File: src/rtl/poly_mult_stream_wrap.sv
// Stream front/back end for a packed combinational polynomial multiplier:
// loads a/b coefficient streams, waits SETTLE cycles, then streams the product out.
module poly_mult_stream_wrap #(
    parameter int unsigned N      = 17,
    parameter int unsigned D      = 8,
    parameter int unsigned SETTLE = 2
) (
    input  logic             clk,
    input  logic             rst,
    input  logic             in_valid,
    output logic             in_ready,
    input  logic [N-1:0]     in_a,
    input  logic [N-1:0]     in_b,
    input  logic             in_last,
    output logic [D*N-1:0]   mult_a,
    output logic [D*N-1:0]   mult_b,
    input  logic [D*N-1:0]   mult_c,
    output logic             out_valid,
    input  logic             out_ready,
    output logic [N-1:0]     out_c,
    output logic             out_last,
    output logic             busy,
    output logic             short_frame
);

    localparam int unsigned IW = (D > 1) ? $clog2(D) : 1;
    localparam int unsigned CW = (SETTLE > 1) ? $clog2(SETTLE) : 1;
    localparam logic [IW-1:0] IDX_LAST = IW'(D - 1);
    localparam logic [CW-1:0] CNT_LAST = CW'(SETTLE - 1);

    typedef enum logic [1:0] {
        StLoad,
        StWait,
        StDrain
    } state_e;

    state_e           state_q, state_d;
    logic [IW-1:0]    idx_q, idx_d;
    logic [CW-1:0]    cnt_q, cnt_d;
    logic [D*N-1:0]   a_q, a_d;
    logic [D*N-1:0]   b_q, b_d;
    logic [D*N-1:0]   c_q, c_d;
    logic             short_q, short_d;

    // Ready depends on state only, never on in_valid.
    assign in_ready    = (state_q == StLoad) && !rst;
    assign out_valid   = (state_q == StDrain) && !rst;
    assign busy        = ((state_q == StWait) || (state_q == StDrain)) && !rst;
    assign out_last    = out_valid && (idx_q == IDX_LAST);
    assign mult_a      = a_q;
    assign mult_b      = b_q;
    assign short_frame = short_q;

    always_comb begin
        out_c = '0;
        for (int i = 0; i < int'(D); i++) begin
            if (idx_q == IW'(i)) begin
                out_c = c_q[i*N +: N];
            end
        end
    end

    always_comb begin
        state_d = state_q;
        idx_d   = idx_q;
        cnt_d   = cnt_q;
        a_d     = a_q;
        b_d     = b_q;
        c_d     = c_q;
        short_d = short_q;
        case (state_q)
            StLoad: begin
                if (in_valid && in_ready) begin
                    for (int i = 0; i < int'(D); i++) begin
                        if (idx_q == IW'(i)) begin
                            a_d[i*N +: N] = in_a;
                            b_d[i*N +: N] = in_b;
                        end
                    end
                    if (idx_q == '0) begin
                        short_d = 1'b0;
                    end
                    if (in_last || (idx_q == IDX_LAST)) begin
                        state_d = StWait;
                        cnt_d   = '0;
                        idx_d   = '0;
                        // Unfilled slots stay zero from the clear on LOAD entry.
                        if (idx_q != IDX_LAST) begin
                            short_d = 1'b1;
                        end
                    end else begin
                        idx_d = idx_q + IW'(1);
                    end
                end
            end
            StWait: begin
                if (cnt_q == CNT_LAST) begin
                    c_d     = mult_c;
                    state_d = StDrain;
                end else begin
                    cnt_d = cnt_q + CW'(1);
                end
            end
            StDrain: begin
                if (out_ready) begin
                    if (idx_q == IDX_LAST) begin
                        state_d = StLoad;
                        idx_d   = '0;
                        a_d     = '0;
                        b_d     = '0;
                    end else begin
                        idx_d = idx_q + IW'(1);
                    end
                end
            end
            default: begin
                state_d = StLoad;
                idx_d   = '0;
            end
        endcase
    end

    always_ff @(posedge clk) begin
        if (rst) begin
            state_q <= StLoad;
            idx_q   <= '0;
            cnt_q   <= '0;
            a_q     <= '0;
            b_q     <= '0;
            c_q     <= '0;
            short_q <= 1'b0;
        end else begin
            state_q <= state_d;
            idx_q   <= idx_d;
            cnt_q   <= cnt_d;
            a_q     <= a_d;
            b_q     <= b_d;
            c_q     <= c_d;
            short_q <= short_d;
        end
    end

endmodule
File: config.mk
export PLATFORM = sky130hd
export DESIGN_NAME = poly_mult_stream_wrap
export DESIGN_NICKNAME = d
export VERILOG_FILES = /design/src/rtl/poly_mult_stream_wrap.sv
export SDC_FILE = /design/constraint.sdc
export NUM_CORES = 1
export LEC_CHECK = 0
export CAP_MARGIN = 20
export CORE_MARGIN = 3
export CORE_UTILIZATION = 50
export CTS_BUF_LIST = sky130_fd_sc_hd__clkbuf_2
export CTS_CLUSTER_DIAMETER = 200
export DETAILED_ROUTE_END_ITERATION = 8
export HOLD_SLACK_MARGIN = 0.02
export PLACE_DENSITY_LB_ADDON = 0.05
export SLEW_MARGIN = 20
export SYNTH_ARGS = -nofsm -noshare
export SYNTH_HDL_FRONTEND = slang
export SYNTH_SLANG_ARGS = --single-unit
export TNS_END_PERCENT = 5
File: constraint.sdc
create_clock -name clk -period 7.9 [get_ports clk]
set_input_delay 1.58 -clock clk [delete_from_list [all_inputs] [get_ports clk]]
set_output_delay 1.58 -clock clk [all_outputs]
set_load 0.05 [all_outputs]
* Word-level counts from Yosys, hierarchy flattened *
Index checks and enable logic that the tools add are counted.

operators by class
  eq/ne operators = 23
  bitwise gates (word level) = 1
  add/sub/neg operators = 2
  reduce and logical (&&, ||, !) cells = 25
  muxes and demuxes = 48

operator list
  cell                 count
  $mux 136             4
  $pmux 136 s2         2
  $mux 17              24
  $reduce_and 5->1     9
  $ne 2x1->1 const B   11
  $eq 3x3->1 const B   4
  $mux 3               4
  $mux 2               5
  $pmux 3 s3           1
  $eq 3x2->1 const B   2
  $mux 1               6
  $pmux 2 s3           1
  $reduce_and 3->1     2
  $logic_and 1x1->1    5
  $ne 2x2->1 const B   2
  $reduce_and 2->1     2
  $reduce_bool 2->1    2
  $add 3x1->3 const B  1
  $eq 3x1->1 const B   1
  $logic_not 3->1      1
  $ne 3x3->1 const B   1
  $eq 2x1->1 const B   1
  $eq 2x2->1 const B   1
  $logic_not 2->1      1
  other kinds (5)      6

storage, ports and cells
  output and inout bits = 294
  register bits = 415

* Depth between registers and ports, before layout *
  word-level depth = 9
  mapped depth = 10

* Worst setup path after synthesis *
Ideal clock, no wire load.

  path type = register to output
  start point = reg idx_q[2]
  end point = out out_c[15]
  path buffers = 3
  data arrival time = 2,942 ps
  cell stages (with the launch flop) = 10
  path slack = 3,378 ps
  cell sequence = dfxtp_1 > buf_4 > clkinv_1 > clkbuf_1 > ha_1 > buf_1 > nand2_1 > a221oi_1 > o32ai_1 > o21ai_0

on the way
  word-level cells in the longest chain between the ends = 9
  elaborated cells between the ends (all ways) = 16
  classes of those cells = eq/ne (7); mux (8); reduce/logical (1)

ends and longest elaborated chain
  element                   line  text
  start: declaration        38    logic [IW-1:0] idx_q, idx_d;
  start signal: assignment  134   idx_q <= idx_d;
  $logic_not 3->1           57    if (idx_q == IW'(i)) begin
  $mux 17 (7 in a row)      57
  $mux 17 *                 57
  end: declaration          20    output logic [N-1:0] out_c,

Every way passes the cells marked *; elsewhere a longest branch is shown, timed or not.

* Final worst setup path *
  start point = reg idx_q[2]
  end point = out out_c[3]

Same word-level chain as after synthesis.

==> impl_metrics.env <==
export IMPL_cts_setup_buffers=0
export IMPL_fin_ws_ns=0.4736
export IMPL_dr_total_vias=16300
export IMPL_status="finished clean"
export IMPL_cellPowerDensity_nw_per_um2=216.9
export IMPL_leakage_nw=7.391
export IMPL_die_w_um=184.8
export IMPL_synth_ff_type="dfxtp_1"
export IMPL_clock_sinks=415
export IMPL_cts_hold_repair_buffers=0
export IMPL_worstPathRequired_ns=6.32
export IMPL_max_freq_mhz=134.7
export IMPL_p_total_mw=4.641
export IMPL_die_area_um2=34150
export IMPL_insertion_delay_ns=0.98
export IMPL_dp_hpwl_mm=41.83
export IMPL_grt_max_degree=183
export IMPL_fin_tns_setup_ns=0
export IMPL_cts_buffers=101
export IMPL_yosysUniqueCellTypes=43
export IMPL_setup_viol=0
export IMPL_min_period_ns=7.426
export IMPL_grt_remaining_overflow=0
export IMPL_synth_seq_cells=415
export IMPL_syn_area_um2=15990
export IMPL_drv_cap=0
export IMPL_port_buffers=468
export IMPL_tritoncts="done"
export IMPL_grt_pass1_wl_mm=86.38
export IMPL_ir_drop_uv=134.5
export IMPL_grt_use_total_pct=32.77
export IMPL_synth_edf_count=0
export IMPL_place_ws_ns=1.519
export IMPL_first_pass_iters=6
export IMPL_fin_crit_sh_pct=94.00
export IMPL_cts_buffer_depth=3
export IMPL_yosys_top_cells_area="dfxtp_1, nand2_1, nand3_1"
export IMPL_vias_per_cell=5.697
export IMPL_start_util_pct=51.45
export IMPL_worstSetupStartpointType="flop"
export IMPL_grt_pass1_vias=14960
export IMPL_ant_nets=0
export IMPL_crit_arrival_ns=5.85
export IMPL_hold_viol_final=0
export IMPL_routedWlPerCell_um=20.52
export IMPL_row_count=64
export IMPL_die_y_um=184.8
export IMPL_syn_inst=1996
export IMPL_skew_ns=0.06990
export IMPL_io_pins=469
export IMPL_drt_iter0_drc=1848
export IMPL_antenna_found_initial=4
export IMPL_yosysTopAreaCellShare_pct=51.97
export IMPL_tightest_slew_ns=1.132
export IMPL_yosysTopAreaCell="dfxtp_1"
export IMPL_post_cts_resized=0
export IMPL_syn_to_final_growth_pct=33.87
export IMPL_wl_mm=58.72
export IMPL_slew_limit_headroom_pct=24.56
export IMPL_crit_path_end_kind="output port"
export IMPL_core_um2=31070
export IMPL_yosys_warnings=0
export IMPL_avgSynthCellArea_um2=8.009
export IMPL_synth_nets=2182
export IMPL_nNetsFinal=2591
export IMPL_drc=0
export IMPL_gp_congestion=1.043
export IMPL_cts_root_buf="clkbuf_2"
export IMPL_synth_sequential_area_ratio_pct=51.97
export IMPL_rsz0062_at_grt="false"
export IMPL_drive_gt1_share_pct=7.520
export IMPL_path_class="reg2out"
export IMPL_crit_fanout=30
export IMPL_maxSlewViolCount=0
export IMPL_hold_class="reg2reg"
export IMPL_clk_pin_slew_ns=0.10
export IMPL_h_tree_depth=3
export IMPL_async_reset_ff_share_pct=0
[synth_stat cells, drive strengths merged (3+ instances only)]
cell and instances:
o22ai 16, nor2 6, a21oi 191, a221o 18
clkbuf 125, nand2 463, inv 41, dfxtp 415
o21ai 292, nor2b 19, o221ai 3, ha 11
a221oi 20, buf 55, nand3 273, nand2b 6
nand3b 19
[path summary, 6_finish.rpt]
kind         startpoint          to  slack, ns  depth (start not counted)
min reg2reg  mult_b[11]  mult_b[11]       0.45                          2
min          mult_b[11]  mult_b[11]       0.45                          2
max reg2reg    idx_q[2]  mult_a[67]       4.23                          5
max            idx_q[2]    out_c[3]       0.47                          7
[critical path, stage by stage, from the launching register on]
cell	delay, ns
dfxtp_1	1.01
clkinv_1	0.73
ha_1	0.73
nor3b_2	0.88
a221o_1	0.27
o22ai_1	0.13
a21oi_1	0.30
clkdlybuf4s50_1	0.87
[per-layer routing]
layer	wire [um]	GRT usage [%]	share of wire, %
met1	25210	45.71	43
met2	25120	47.73	43
met3	6248	10.45	11
met4	2142	12.18	3.6
met5	0	0	0
[flip-flops by register name, summed over array words and instances (netlist names)]
name         flops
c_q            136
cnt_q            1
idx_q            3
mult_a         136
mult_b         136
short_frame      1
state_q          2
[cell type report]
class,count,area (um2)
multi-input combinational,1358,6794
antenna,5,12.51
tap,396,495.5
inverter,43,168.9
clock inverter,18,102.6
fill,2715,9671
sequential,415,8308
clock buffer,140,700.7
timing repair buffer,486,4817
[cell usage in the layout (no fill, tap or decap), types with 38 or more instances in the layout]
cell type | Yosys | routed
a21oi_1 | 191 | 191
clkbuf_2 | 0 | 140
clkdlybuf4s50_1 | 0 | 467
dfxtp_1 | 415 | 415
inv_1 | 40 | 40
nand2_1 | 463 | 462
nand3_1 | 273 | 273
o21ai_0 | 254 | 254
o21ai_1 | 38 | 38
[cells by family after synthesis]
| group | Yosys count | synth area share (%) |
|---|---|---|
| multiplexers | 2 | 0.1252 |
| adder cells (fa/ha/maj) | 11 | 0.8610 |
| buffers and inverters | 223 | 6.152 |
| AND/OR/NAND/NOR | 794 | 21.90 |
| flip-flops | 415 | 51.97 |
| AO/OA/AOI/OAI | 551 | 18.99 |
[stage by stage]
stage / std cells / hold slack, ns / utilization, % / cell area [um2]
CTS: 2856 / 0.4541 / 68.80 / 21380
finish: 2861 / 0.4507 / 68.87 / 21400
global placement: 2698 / 0.4353 / 66.22 / 20570
detailed placement: 2698 / 0.4384 / 66.22 / 20570
global route: 2860 / 0.4707 / 68.87 / 21400
floorplan: 1996 / 0.4362 / - / 15990
[where the power goes]
part | total, mW | internal, mW | switching (mW)
registers | 2.25 | 2.19 | 0.0610
clock network | 1.33 | 0.500 | 0.830
logic | 1.06 | 0.331 | 0.726
total | 4.64 | 3.02 | 1.62
(Power assumes the default switching activity.)
